[config.mk]
export PLATFORM = sky130hd
export DESIGN_NAME = move_executor
export DESIGN_NICKNAME = d
export VERILOG_FILES = /design/src/rtl/move_executor.sv
export SDC_FILE = /design/constraint.sdc
export NUM_CORES = 1
export LEC_CHECK = 0
export CAP_MARGIN = 0
export CORE_MARGIN = 5
export CORE_UTILIZATION = 45
export CTS_CLUSTER_DIAMETER = 30
export DETAILED_ROUTE_END_ITERATION = 16
export DONT_BUFFER_PORTS = 1
export PLACE_DENSITY = 0.7
export SLEW_MARGIN = 10
export SYNTH_ARGS = -nofsm -noshare
export SYNTH_HDL_FRONTEND = slang
export SYNTH_SLANG_ARGS = --single-unit
[constraint.sdc]
create_clock -name clock -period 2.6 [get_ports clock]
set_input_delay 0.78 -clock clock [delete_from_list [all_inputs] [get_ports clock]]
set_output_delay 0.78 -clock clock [all_outputs]
set_load 0.005 [all_outputs]
[src/rtl/move_executor.sv]
// Cube move executor: accepts one move from the sequencer, sets the direction of the
// selected face motor, emits a fixed train of step pulses, waits for the mechanics to
// settle, then pulses move_done. Only one motor is ever driven at a time.
module move_executor #(
  parameter int unsigned STEPS_PER_MOVE   = 50,
  parameter int unsigned STEP_HALF_CYCLES = 50000,
  parameter int unsigned DIR_SETUP_CYCLES = 1000,
  parameter int unsigned SETTLE_CYCLES    = 100000
) (
  input  logic       clock,
  input  logic       reset_n,
  input  logic [3:0] next_move,
  input  logic       start_move,
  output logic       move_done,
  output logic       move_err,
  output logic       busy,
  output logic [5:0] step,
  output logic [5:0] dir
);

  // One shared cycle timer, wide enough for the longest timed phase.
  localparam int unsigned MaxSH  = (DIR_SETUP_CYCLES > STEP_HALF_CYCLES) ?
                                   DIR_SETUP_CYCLES : STEP_HALF_CYCLES;
  localparam int unsigned MaxAll = (MaxSH > SETTLE_CYCLES) ? MaxSH : SETTLE_CYCLES;
  localparam int unsigned TW     = (MaxAll < 1) ? 1 : $clog2(MaxAll + 1);
  localparam int unsigned PW     = (STEPS_PER_MOVE < 1) ? 1 : $clog2(STEPS_PER_MOVE + 1);

  // Terminal counts; a zero-length phase still occupies one cycle.
  localparam logic [TW-1:0] SetupLast  =
      TW'((DIR_SETUP_CYCLES == 0) ? 0 : DIR_SETUP_CYCLES - 1);
  localparam logic [TW-1:0] HalfLast   =
      TW'((STEP_HALF_CYCLES == 0) ? 0 : STEP_HALF_CYCLES - 1);
  localparam logic [TW-1:0] SettleLast =
      TW'((SETTLE_CYCLES == 0) ? 0 : SETTLE_CYCLES - 1);
  localparam logic [PW-1:0] PulsesLast =
      PW'((STEPS_PER_MOVE == 0) ? 0 : STEPS_PER_MOVE - 1);

  typedef enum logic [2:0] {
    StIdle,
    StSetup,
    StStepHi,
    StStepLo,
    StSettle,
    StDone
  } state_e;

  state_e          state;
  logic [TW-1:0]   timer;
  logic [PW-1:0]   pulses;
  logic [5:0]      face_oh;

  logic [5:0]      req_oh;
  logic            req_valid;

  // Decode the requested face into a motor select.
  always_comb begin
    req_valid = (next_move[2:0] < 3'd6);
    req_oh    = 6'b000001 << next_move[2:0];
  end

  // Move sequencer with all outputs registered.
  always_ff @(posedge clock or negedge reset_n) begin
    if (!reset_n) begin
      state     <= StIdle;
      timer     <= '0;
      pulses    <= '0;
      face_oh   <= '0;
      move_done <= 1'b0;
      move_err  <= 1'b0;
      busy      <= 1'b0;
      step      <= '0;
      dir       <= '0;
    end else begin
      move_done <= 1'b0;
      unique case (state)
        StIdle: begin
          if (start_move) begin
            busy     <= 1'b1;
            timer    <= '0;
            pulses   <= '0;
            if (req_valid) begin
              face_oh  <= req_oh;
              move_err <= 1'b0;
              dir      <= next_move[3] ? (dir | req_oh) : (dir & ~req_oh);
              state    <= StSetup;
            end else begin
              // Bad face code: report immediately, never touch the motors.
              face_oh   <= '0;
              move_err  <= 1'b1;
              move_done <= 1'b1;
              state     <= StDone;
            end
          end
        end
        StSetup: begin
          if (timer == SetupLast) begin
            timer <= '0;
            step  <= face_oh;
            state <= StStepHi;
          end else begin
            timer <= timer + TW'(1);
          end
        end
        StStepHi: begin
          if (timer == HalfLast) begin
            timer <= '0;
            step  <= '0;
            state <= StStepLo;
          end else begin
            timer <= timer + TW'(1);
          end
        end
        StStepLo: begin
          if (timer == HalfLast) begin
            timer <= '0;
            if (pulses == PulsesLast) begin
              state <= StSettle;
            end else begin
              pulses <= pulses + PW'(1);
              step   <= face_oh;
              state  <= StStepHi;
            end
          end else begin
            timer <= timer + TW'(1);
          end
        end
        StSettle: begin
          if (timer == SettleLast) begin
            timer     <= '0;
            move_done <= 1'b1;
            state     <= StDone;
          end else begin
            timer <= timer + TW'(1);
          end
        end
        StDone: begin
          busy  <= 1'b0;
          state <= StIdle;
        end
        default: begin
          state <= StIdle;
          busy  <= 1'b0;
          step  <= '0;
        end
      endcase
    end
  end

endmodule

==> qor_table.md <==
| Item | This run |
| --- | --- |
| Starting Density | 45.6% |
| Die H | 84.0 um |
| Port bufs | 0 |
| Area taken by flip-flops and latches | 1180 um^2 |
| Avg Synthesized Cell Area | 9.44 um^2 |
| Sequential group share of total power | 61.3% |
| WHS | 150 ps |
| Maximum number of pins on one net before global-route repair | 48 |
| Main synth FF type | dfrtp_1 |
| Type of the worst setup path | reg -> reg |
| Number of violations reported at the end of detailed-routing iteration 0 | 106 |
| Layout filler cell count | 512 |
| Overall die width | 84.0 um |
| Critical Path Start Type | flip-flop |
| Worst Setup End Kind | flip-flop |
| Leak pwr | 1.21 nW |
| Depth of the worst register-to-register path | 6 |
| Detailed-route via count | 1,882 |
| Insertion delay of the later-clocked pin in the worst-skew pair | 310 ps |
| Final setup margin | 155 ps |
| Maximum achievable frequency | 409 MHz |
| Footprint of the multi-input gates | 1210 um^2 |
| Power per cell area | 450 nW/um^2 |
| Minimum period implied by the final worst setup slack | 2440 ps |
| Non-filler instance count after layout | 341 |
| Worst rel slew slack | 45.7% |
| Internal power component | 0.936 mW |
| Post-synth cell types | 47 |
| Number of antenna diodes | 0 |
| Post-layout nets | 278 |
| Via density per instance | 5.52 |
| Min-Delay Path Class | in -> async |
| Number of global-route vias before repair | 1,943 |
| Number of antenna violations at the first check in global routing | 0 |
| DRC errors left | 0 |
| Met2 routing resource usage after global routing | 25.5% |
| Setup repair after global routing missed its margin | false |
| Cts bufs inserted | 5 |
| Number of failing setup endpoints in the final timing report | 0 |
| Maximum buffer depth of the clock tree | 2 |
| Clk_skew | 13.4 ps |
| Most common cell after layout, fill and taps aside | dfrtp_1 |
| DP HPWL | 3.54 mm |
| Cell count after synthesis | 261 |
| Post-route total power | 1.21 mW |
| Share of the clock period used by the worst path | 94.0% |
| Total number of H-tree levels | 2 |
| Site row count | 27 |
| Sum of negative setup slack | 0 ps |
| Proportion of layout cells with a drive suffix above 1 | 11.5% |
| Number of synthesized flops with an enable pin | 0 |
| Placeable core region | 5410 um^2 |
| TritonCTS clock tree | yes |
| Outcome | completed |
| Die footprint | 7060 um^2 |
| Clk pwr share | 37.4% |
| Switching Share | 22.5% |
| Met3 track demand over resource in global routing | 3.46% |
| Combinational fraction of design power | 1.3% |
| ANT nets after route | 0 |
| Wire length per cell | 14.1 um |
| Total congestion overflow | 0 |
| Critical path arrival | 2630 ps |
| Syn Std Cell Area | 2460 um^2 |
| Grt peak-use layer | met2 |
| FF+latch count, synth | 47 |
| Met1 GRT Util | 19.1% |
| Switching component of the power | 0.272 mW |
| I/O Pins | 22 |
| Yosys warning total | 0 |
| Setup WS pre-CTS | 172 ps |
| Data required, critical path | 2790 ps |
| Maxcap violations | 0 |
| Number of placed cells counting well taps | 333 |
| Sequential element share of the synthesized area | 47.7% |
| Critical-path maximum fanout | 7 |
| Number of clock sinks | 47 |
| Number of nets in the synthesized netlist | 271 |
| Clk slew on worst S/H paths | 100 ps |
| Hold Violations, Final | 0 |
| Root Driver | clkbuf_8 |
| Pre-Repair DR Iteration Count | 4 |
| Wire length of the first global-routing pass | 8.84 mm |
| Placer Congestion | 0.859 |
| Commonest non-fill, non-tap cells in the layout | dfrtp_1, nand2_1, nor2_1 |
| Count of pins over their slew limit | 0 |
| Slew of the pin with the lowest slew margin | 815 ps |
| Total wirelength of the detailed-routed design | 4.82 mm |
| Peak VDD IR | 306 uV |
| Synth-to-layout area growth | 8.83% |
| Overall fraction of global-route tracks in use | 15.2% |
| Share of async-settable or async-resettable flops after synthesis | 100% |
-- worst max-delay path, stage by stage, from the launching register on --
cell and delay, ps:
dfrtp_2 460, or4b_1 520, or4_4 470, nor2_4 150
o32ai_2 120, or2_1 330, mux2_2 280
-- metal layers --
| metal | vias up | share of wire (%) |
|---|---|---|
| li1 | 935 | - |
| met1 | 914 | 46 |
| met2 | 25 | 49 |
| met3 | 8 | 3.8 |
| met4 | 0 | 1.4 |
| met5 | - | 0 |
-- power groups by stage --
stage | clock network (mW) | registers, mW | logic [mW]
4_1_cts | 0.466 | 0.740 | 0.0159
6_report | 0.452 | 0.740 | 0.0158
3_5_place_dp | 0 | 0.755 | 0.0158
2_1_floorplan | 0 | 0.752 | 0.0139
3_3_place_gp | 0 | 0.754 | 0.0156
5_1_grt | 0.499 | 0.741 | 0.0181
-- cells in the mapped netlist, types with 3 or more instances --
master / number / share of area [%]
nor2_1: 30 / 4.6
o21ai_0: 9 / 1.8
nand4_1: 8 / 2.0
o31ai_1: 3 / 0.91
xor2_1: 9 / 3.2
o2bb2ai_1: 4 / 1.4
buf_2: 4 / 0.81
mux2_2: 4 / 1.8
and3_1: 3 / 0.76
or4_1: 3 / 0.91
ha_1: 3 / 1.5
a21oi_1: 6 / 1.2
inv_1: 10 / 1.5
mux2_1: 3 / 1.4
clkbuf_1: 6 / 0.91
a21o_1: 3 / 0.91
nor2b_1: 3 / 0.76
nor4_1: 6 / 1.5
dfrtp_1: 47 / 48
mux2i_1: 6 / 2.4
nor3_1: 3 / 0.61
nand2_1: 42 / 6.4
or3_1: 3 / 0.76
nand3_1: 15 / 3.0
-- per-stage QoR --
stage | area (um^2) | utilization, %
after floorplan | 2460 | -
after global placement | 2590 | 47.9
after detailed placement | 2590 | 47.9
after CTS | 2680 | 49.6
after global routing | 2680 | 49.6
final | 2680 | 49.6
-- final timing paths --
path / endpoint / start / slack (ps)
worst max-delay path: timer[0] / timer[7] / 160
worst min-delay path: step[2] / reset_n / 150
max in group asynchronous: timer[7] / reset_n / 2350
min in group clock: face_oh[2] / face_oh[2] / 490
worst max register to register: timer[0] / timer[7] / 160
worst min register to register: face_oh[2] / face_oh[2] / 490
-- kinds of logic (layout without fill, tap and decap cells) --
| family | Yosys count | count (layout) | synth area share (%) |
|---|---|---|---|
| flops | 47 | 47 | 47.7 |
| mux | 13 | 13 | 5.63 |
| simple gates | 134 | 134 | 28.5 |
| compound gates | 33 | 33 | 9.49 |
| xor+xnor | 11 | 11 | 3.91 |
| buf+inv | 20 | 28 | 3.25 |
| fa+ha+maj | 3 | 3 | 1.52 |
-- cell type report --
type	count	share of cell area (%)
repair buffers	10	2.80
well taps	72	3.36
flip-flops and latches	47	43.9
clock inverters	3	0.933
multi-input cells	194	45.1
clock buffers	5	2.57
inverters	10	1.40
-- what timing repair did --
action,CTS,global route
setup buffers,0,0
resized for setup,0,1
hold buffers,0,0
setup endpoints to repair,0,1
Note: power is estimated with default switching activity, not from simulation.
